### src/rtl/gt_usplus_qpll_pkg.sv
// Shared types and helpers for the GTYE4 QPLL0 reset sequencer.
package gt_usplus_qpll_pkg;

  typedef enum logic [2:0] {
    RESET_PLL = 3'd0,
    WAIT_LOCK = 3'd1,
    STABLE    = 3'd2,
    LOCKED    = 3'd3,
    FAIL      = 3'd4
  } qpll_seq_state_t;

  // Quads that are actually populated; unused lock bits are forced high.
  function automatic logic [1:0] active_mask(input int n_common);
    return (n_common == 2) ? 2'b11 : 2'b01;
  endfunction

  function automatic int max3(input int a, input int b, input int c);
    int m;
    m = (a > b) ? a : b;
    return (m > c) ? m : c;
  endfunction

endpackage

### src/rtl/gt_usplus_sync_2ff.sv
// Single-bit two-flop synchronizer for the asynchronous QPLL lock status.
module gt_usplus_sync_2ff (
  input  logic clk,
  input  logic rst_n,
  input  logic d_i,
  output logic q_o
);

  (* ASYNC_REG = "TRUE" *) logic meta_q;
  (* ASYNC_REG = "TRUE" *) logic sync_q;

  always_ff @(posedge clk or negedge rst_n) begin
    if (!rst_n) begin
      meta_q <= 1'b0;
      sync_q <= 1'b0;
    end else begin
      meta_q <= d_i;
      sync_q <= meta_q;
    end
  end

  assign q_o = sync_q;

endmodule

### src/rtl/gt_usplus_qpll_reset_sequencer.sv
// QPLL0 reset/lock sequencer: pulses QPLL0 reset, qualifies lock, then releases
// the downstream GT channel reset. Retries on timeout, latches FAIL after MAX_RETRIES.
module gt_usplus_qpll_reset_sequencer
  import gt_usplus_qpll_pkg::*;
#(
  parameter int N_COMMON            = 2,
  parameter int RESET_PULSE_CYCLES  = 64,
  parameter int LOCK_TIMEOUT_CYCLES = 200000,
  parameter int LOCK_STABLE_CYCLES  = 1024,
  parameter int MAX_RETRIES         = 7,
  localparam int RW                 = $clog2(MAX_RETRIES + 1)
) (
  input  logic          clk,
  input  logic          rst_n,
  input  logic          restart,
  input  logic [1:0]    qpll0lock,
  output logic [1:0]    qpll0reset,
  output logic [1:0]    qpll1reset,
  output logic          gt_reset_req,
  output logic          qpll_locked,
  output logic          timeout_err,
  output logic [RW-1:0] retry_cnt,
  output logic [2:0]    seq_state
);

  localparam logic [1:0] MASK  = active_mask(N_COMMON);
  localparam int         CMAX  = max3(RESET_PULSE_CYCLES, LOCK_TIMEOUT_CYCLES, LOCK_STABLE_CYCLES);
  localparam int         CNT_W = $clog2(CMAX + 1);

  localparam logic [CNT_W-1:0] PULSE_LAST = CNT_W'(RESET_PULSE_CYCLES - 1);
  localparam logic [CNT_W-1:0] TO_LAST    = CNT_W'(LOCK_TIMEOUT_CYCLES - 1);
  // The WAIT_LOCK sample that enters STABLE is the first cycle of the stable window.
  localparam logic [CNT_W-1:0] STB_LAST   =
    CNT_W'((LOCK_STABLE_CYCLES >= 2) ? LOCK_STABLE_CYCLES - 2 : 0);
  localparam logic [RW-1:0]    RMAX       = RW'(MAX_RETRIES);

  logic [1:0] lock_s;
  logic       lock_all;

  for (genvar i = 0; i < 2; i++) begin : g_sync
    gt_usplus_sync_2ff u_sync (
      .clk   (clk),
      .rst_n (rst_n),
      .d_i   (qpll0lock[i]),
      .q_o   (lock_s[i])
    );
  end

  assign lock_all = &(lock_s | ~MASK);

  qpll_seq_state_t state_q, state_d;
  logic [CNT_W-1:0] cnt_q, cnt_d;
  logic [RW-1:0]    retry_q, retry_d;
  logic [1:0]       qpll0reset_q, qpll1reset_q;
  logic             gt_reset_req_q, qpll_locked_q, timeout_err_q;

  always_comb begin
    state_d = state_q;
    cnt_d   = cnt_q;
    retry_d = retry_q;
    if (restart) begin
      state_d = RESET_PLL;
      retry_d = '0;
    end else begin
      case (state_q)
        RESET_PLL: begin
          cnt_d = cnt_q + 1'b1;
          if (cnt_q == PULSE_LAST) state_d = WAIT_LOCK;
        end
        WAIT_LOCK: begin
          cnt_d = cnt_q + 1'b1;
          if (lock_all) begin
            state_d = STABLE;
          end else if (cnt_q == TO_LAST) begin
            if (retry_q == RMAX) begin
              state_d = FAIL;
            end else begin
              state_d = RESET_PLL;
              retry_d = retry_q + RW'(1);
            end
          end
        end
        STABLE: begin
          cnt_d = cnt_q + 1'b1;
          if (!lock_all)              state_d = WAIT_LOCK;
          else if (cnt_q == STB_LAST) state_d = LOCKED;
        end
        LOCKED: if (!lock_all) state_d = RESET_PLL;
        FAIL:   state_d = FAIL;
        default: state_d = RESET_PLL;
      endcase
    end
    if (restart || (state_d != state_q)) cnt_d = '0;
  end

  // Outputs decode the next state so they change in the same cycle as seq_state.
  always_ff @(posedge clk or negedge rst_n) begin
    if (!rst_n) begin
      state_q        <= RESET_PLL;
      cnt_q          <= '0;
      retry_q        <= '0;
      qpll0reset_q   <= MASK;
      qpll1reset_q   <= 2'b11;
      gt_reset_req_q <= 1'b1;
      qpll_locked_q  <= 1'b0;
      timeout_err_q  <= 1'b0;
    end else begin
      state_q        <= state_d;
      cnt_q          <= cnt_d;
      retry_q        <= retry_d;
      qpll0reset_q   <= (state_d == RESET_PLL) ? MASK : 2'b00;
      qpll1reset_q   <= 2'b11;
      gt_reset_req_q <= (state_d != LOCKED);
      qpll_locked_q  <= (state_d == LOCKED);
      timeout_err_q  <= (state_d == FAIL);
    end
  end

  assign qpll0reset   = qpll0reset_q;
  assign qpll1reset   = qpll1reset_q;
  assign gt_reset_req = gt_reset_req_q;
  assign qpll_locked  = qpll_locked_q;
  assign timeout_err  = timeout_err_q;
  assign retry_cnt    = retry_q;
  assign seq_state    = state_q;

endmodule

### config.mk
export PLATFORM = sky130hd
export DESIGN_NAME = gt_usplus_qpll_reset_sequencer
export DESIGN_NICKNAME = d
export VERILOG_FILES = /design/src/rtl/gt_usplus_qpll_pkg.sv /design/src/rtl/gt_usplus_sync_2ff.sv /design/src/rtl/gt_usplus_qpll_reset_sequencer.sv
export SDC_FILE = /design/constraint.sdc
export NUM_CORES = 1
export LEC_CHECK = 0
export BUFFER_PORTS_ARGS = -buffer_cell sky130_fd_sc_hd__clkbuf_2
export CORE_MARGIN = 5
export CORE_UTILIZATION = 40
export CTS_BUF_LIST = sky130_fd_sc_hd__clkbuf_2 sky130_fd_sc_hd__clkbuf_4 sky130_fd_sc_hd__clkbuf_8
export DETAILED_ROUTE_END_ITERATION = 6
export PLACE_DENSITY = 0.62
export SETUP_SLACK_MARGIN = 0.15
export SKIP_LAST_GASP = 1
export SLEW_MARGIN = 20
export SYNTH_ARGS = -nofsm -noshare
export SYNTH_HDL_FRONTEND = slang
export SYNTH_HIERARCHICAL = 1
export SYNTH_SLANG_ARGS = --single-unit
### constraint.sdc
create_clock -name clk -period 3.9 [get_ports clk]
set_clock_uncertainty 0.1 [all_clocks]
set_input_delay 0.195 -clock clk [delete_from_list [all_inputs] [get_ports clk]]
set_output_delay 0.195 -clock clk [all_outputs]
set_load 0.05 [all_outputs]
==> impl_metrics.py <==
metrics = {
    "synth": {
        "post-synth-top-count-cell": "dfrtp_1",
        "synth_top_area_cell": "dfrtp_1",
        "synth-compound-area-share_pct": 7.76,
        "syn_avg_cell_area_um2": 10.3,
        "synth_edf_count": 0,
        "synth.top_cells.by_count": "30 x dfrtp_1, 20 x nor2_1, 11 x nand2_1, 11 x xor2_1, 10 x nor2_2",
        "synth_seq_cells": 32,
        "syn_area_mm2": 0.00166,
        "yosys.area_share.simple_pct": 26.4,
        "synth-xor-area-share_pct": 8.96,
        "synth_mux_area_share_pct": 1.20,
        "yosysWarnings": 6,
        "synth.top_cell.area_share_pct": 45.2,
        "synth_area_leaders": "dfrtp_1 45%, xor2_1 5.8%, nor2_1 4.5%",
        "async_reset_ff_share_pct": 100,
        "synthAdderAreaFrac_pct": 3.01,
        "synthCells": 162,
        "synthFlopType": "dfrtp_1",
        "synth_top_family_by_area": "simple AND/OR/NAND/NOR gates",
        "yosysSeqAreaShare_pct": 48.3,
        "synth_cell_types": 43,
    },
    "timing": {
        "setup_tns_ns": 0,
        "hold-worst-slack_ns": 0.121,
        "rsz0062_at_grt": "no",
        "fin_crit_sh_pct": 70.0,
        "finalHoldViolCount": 0,
        "period_minus_slack_ns": 2.73,
        "fmax_mhz": 366,
        "slew-limit-headroom_pct": 33.0,
        "finalMaxSlewViolations": 0,
        "worst_slew_pin_slew_ns": 1.00,
        "finalSetupViolations": 0,
    },
    "worst_setup_path": {
        "worstPathRequired_ns": 3.92,
        "end_kind": "register",
        "critPathLaunch": "cnt_q[0]",
        "rr_worst_depth": 7,
        "r2r-start": "cnt_q[0]",
        "cp.arrival_ns": 2.75,
        "criticalPathCategory": "reg -> reg",
        "startpoint_type": "register",
        "regToRegSetupSlack_ns": 1.17,
        "crit_fanout": 18,
    },
    "global_route": {
        "grt_use_met2_pct": 21.8,
        "use_met3_pct": 3.24,
        "overflow": 0,
        "met1_usage_pct": 16.8,
        "grt_pass1_wl_mm": 5.63,
        "grt-busiest-layer": "met2",
        "grt_max_degree": 33,
        "track_usage_pct": 13.2,
        "grt_pass1_vias": 1217,
        "antenna_found_initial": 0,
    },
    "detailed_routing": {
        "routed_via_density": 5.29,
        "wirelength_mm": 3.12,
        "drc_errors": 0,
        "vias": 1221,
        "wl_per_cell_um": 13.5,
        "postRouteAntennaNets": 0,
        "dr.pass1.iters": 4,
        "drt-initial-drc-count": 59,
    },
    "layout": {
        "layout-drive-gt1-share_pct": 24.3,
        "area_growth_pct": 13.0,
        "num_antenna_cells": 0,
        "regArea_um2": 803,
        "multi_input_area_um2": 795,
        "fillers": 380,
        "nets": 189,
    },
    "placed_design": {
        "place_congestion": 0.760,
        "dp_hpwl_mm": 2.25,
        "port_buffers": 15,
    },
    "run": {
        "drv.max_cap_violation_count": 0,
    },
    "die": {
        "die_h_um": 74.5,
        "num_rows": 23,
        "dieArea_mm2": 0.00554,
        "core_mm2": 0.00400,
        "dieWidth_um": 74.5,
        "ioPinCount": 18,
        "start_util_pct": 41.5,
    },
    "min_path": {
        "hp-class": "in -> reg",
        "min_from": "restart",
        "whs_path_depth": 2,
    },
    "run_status": {
        "status": "finished, final reports clean",
    },
    "clock_network": {
        "cts_sinks": 32,
        "cts_tree": "done",
        "cts_buffer_depth": 2,
        "cts-resized-gates": 0,
        "clk_latency_ns": 0.28,
        "h-tree-depth": 2,
        "numCtsBuffers": 5,
        "cts-root-buf": "clkbuf_8",
        "path_clk_slew_ns": 0.06,
    },
    "power": {
        "p_per_area_mw_per_mm2": 335,
        "vdd_ir_drop_max_mv": 0.229,
        "p_leak_nw": 0.795,
    },
}
[registers in the layout (all words and copies together), names as in the netlist]
signal and count:
cnt_q 18, gt_reset_req 1, qpll0reset 1, g_sync.u_sync/meta_q 2, g_sync.u_sync/q_o 2, qpll_locked 1, retry_cnt 3, timeout_err 1
seq_state 3
[routing by layer]
layer | up-vias | wire length, µm
li1 | 597 | -
met1 | 597 | 1410
met2 | 21 | 1550
met3 | 6 | 105
met4 | 0 | 57
met5 | - | 0
[cell families (layout without fill, tap and decap cells)]
family | after synthesis | in the layout
mux | 2 | 2
buf+inv | 13 | 31
fa+ha+maj | 4 | 4
simple gates | 78 | 78
other cells | 1 | 2
xor+xnor | 17 | 17
compound gates | 15 | 15
flops | 32 | 32
[cell usage in the layout (no fill, tap or decap), types with 2 or more instances in the layout]
| cell | Yosys | final |
|---|---|---|
| inv_1 | 5 | 5 |
| o21ai_0 | 2 | 2 |
| a31oi_1 | 2 | 2 |
| clkbuf_8 | 0 | 6 |
| nand2_1 | 11 | 11 |
| nor2_2 | 10 | 10 |
| or3_1 | 2 | 2 |
| conb_1 | 1 | 2 |
| xnor2_1 | 6 | 6 |
| nor4_1 | 3 | 3 |
| xor2_1 | 11 | 11 |
| clkbuf_2 | 0 | 15 |
| ha_1 | 4 | 4 |
| nand3_1 | 7 | 7 |
| dfrtp_1 | 30 | 30 |
| nor3_1 | 4 | 4 |
| nand4_1 | 8 | 8 |
| a21oi_1 | 2 | 2 |
| mux2i_1 | 2 | 2 |
| dfstp_2 | 2 | 2 |
| clkinv_2 | 0 | 2 |
| and4_1 | 2 | 2 |
| dlygate4sd3_1 | 0 | 3 |
| nor2_1 | 20 | 20 |
[final cells by class]
type,count,area share (%)
multi-input combinational,118,42.3
sequential,32,42.8
tap,50,3.33
clock buffer,6,4.40
inverter,5,1.00
clock inverter,2,0.533
timing repair buffer,18,5.60
[worst max-delay path, cell delays in order (launching register included)]
cell and delay (ns):
dfrtp_1 0.45, ha_1 0.24, nor4b_2 0.24, nand3_2 0.16, o41ai_2 0.35, nor3_1 0.11
o21ai_2 0.78, nor2_1 0.13
[worst paths after layout]
kind / to
min: retry_cnt[0]
min in group asynchronous: seq_state[2]
min reg2reg: g_sync[1].u_sync/q_o
max reg2reg: cnt_q[11]
max: cnt_q[11]
max in group asynchronous: cnt_q[6]
[per-stage QoR]
stage / cells / power, mW / setup slack [ns] / area (µm²) / utilization (%)
floorplan: 163 / 0.368 / 1.60 / 1670 / -
global placement: 220 / 0.376 / 1.32 / 1750 / 43.9
detailed placement: 220 / 0.378 / 1.18 / 1750 / 43.9
CTS: 231 / 0.636 / 1.15 / 1880 / 46.9
global route: 231 / 0.656 / 0.950 / 1880 / 46.9
finish: 231 / 0.628 / 1.17 / 1880 / 46.9
[report_power, final]
group          switching, mW  internal [mW]  total, mW
sequential           0.00501          0.337      0.342
combinational         0.0221        0.00942     0.0315
clock                  0.114          0.140      0.255
total                  0.142          0.487      0.628
[timing repair]
item / CTS / global route
hold buffers: 3 / 0
setup buffers: 0 / 0
endpoints found under the hold margin: 32 / 0
Note: power is estimated with default switching activity, not from simulation.
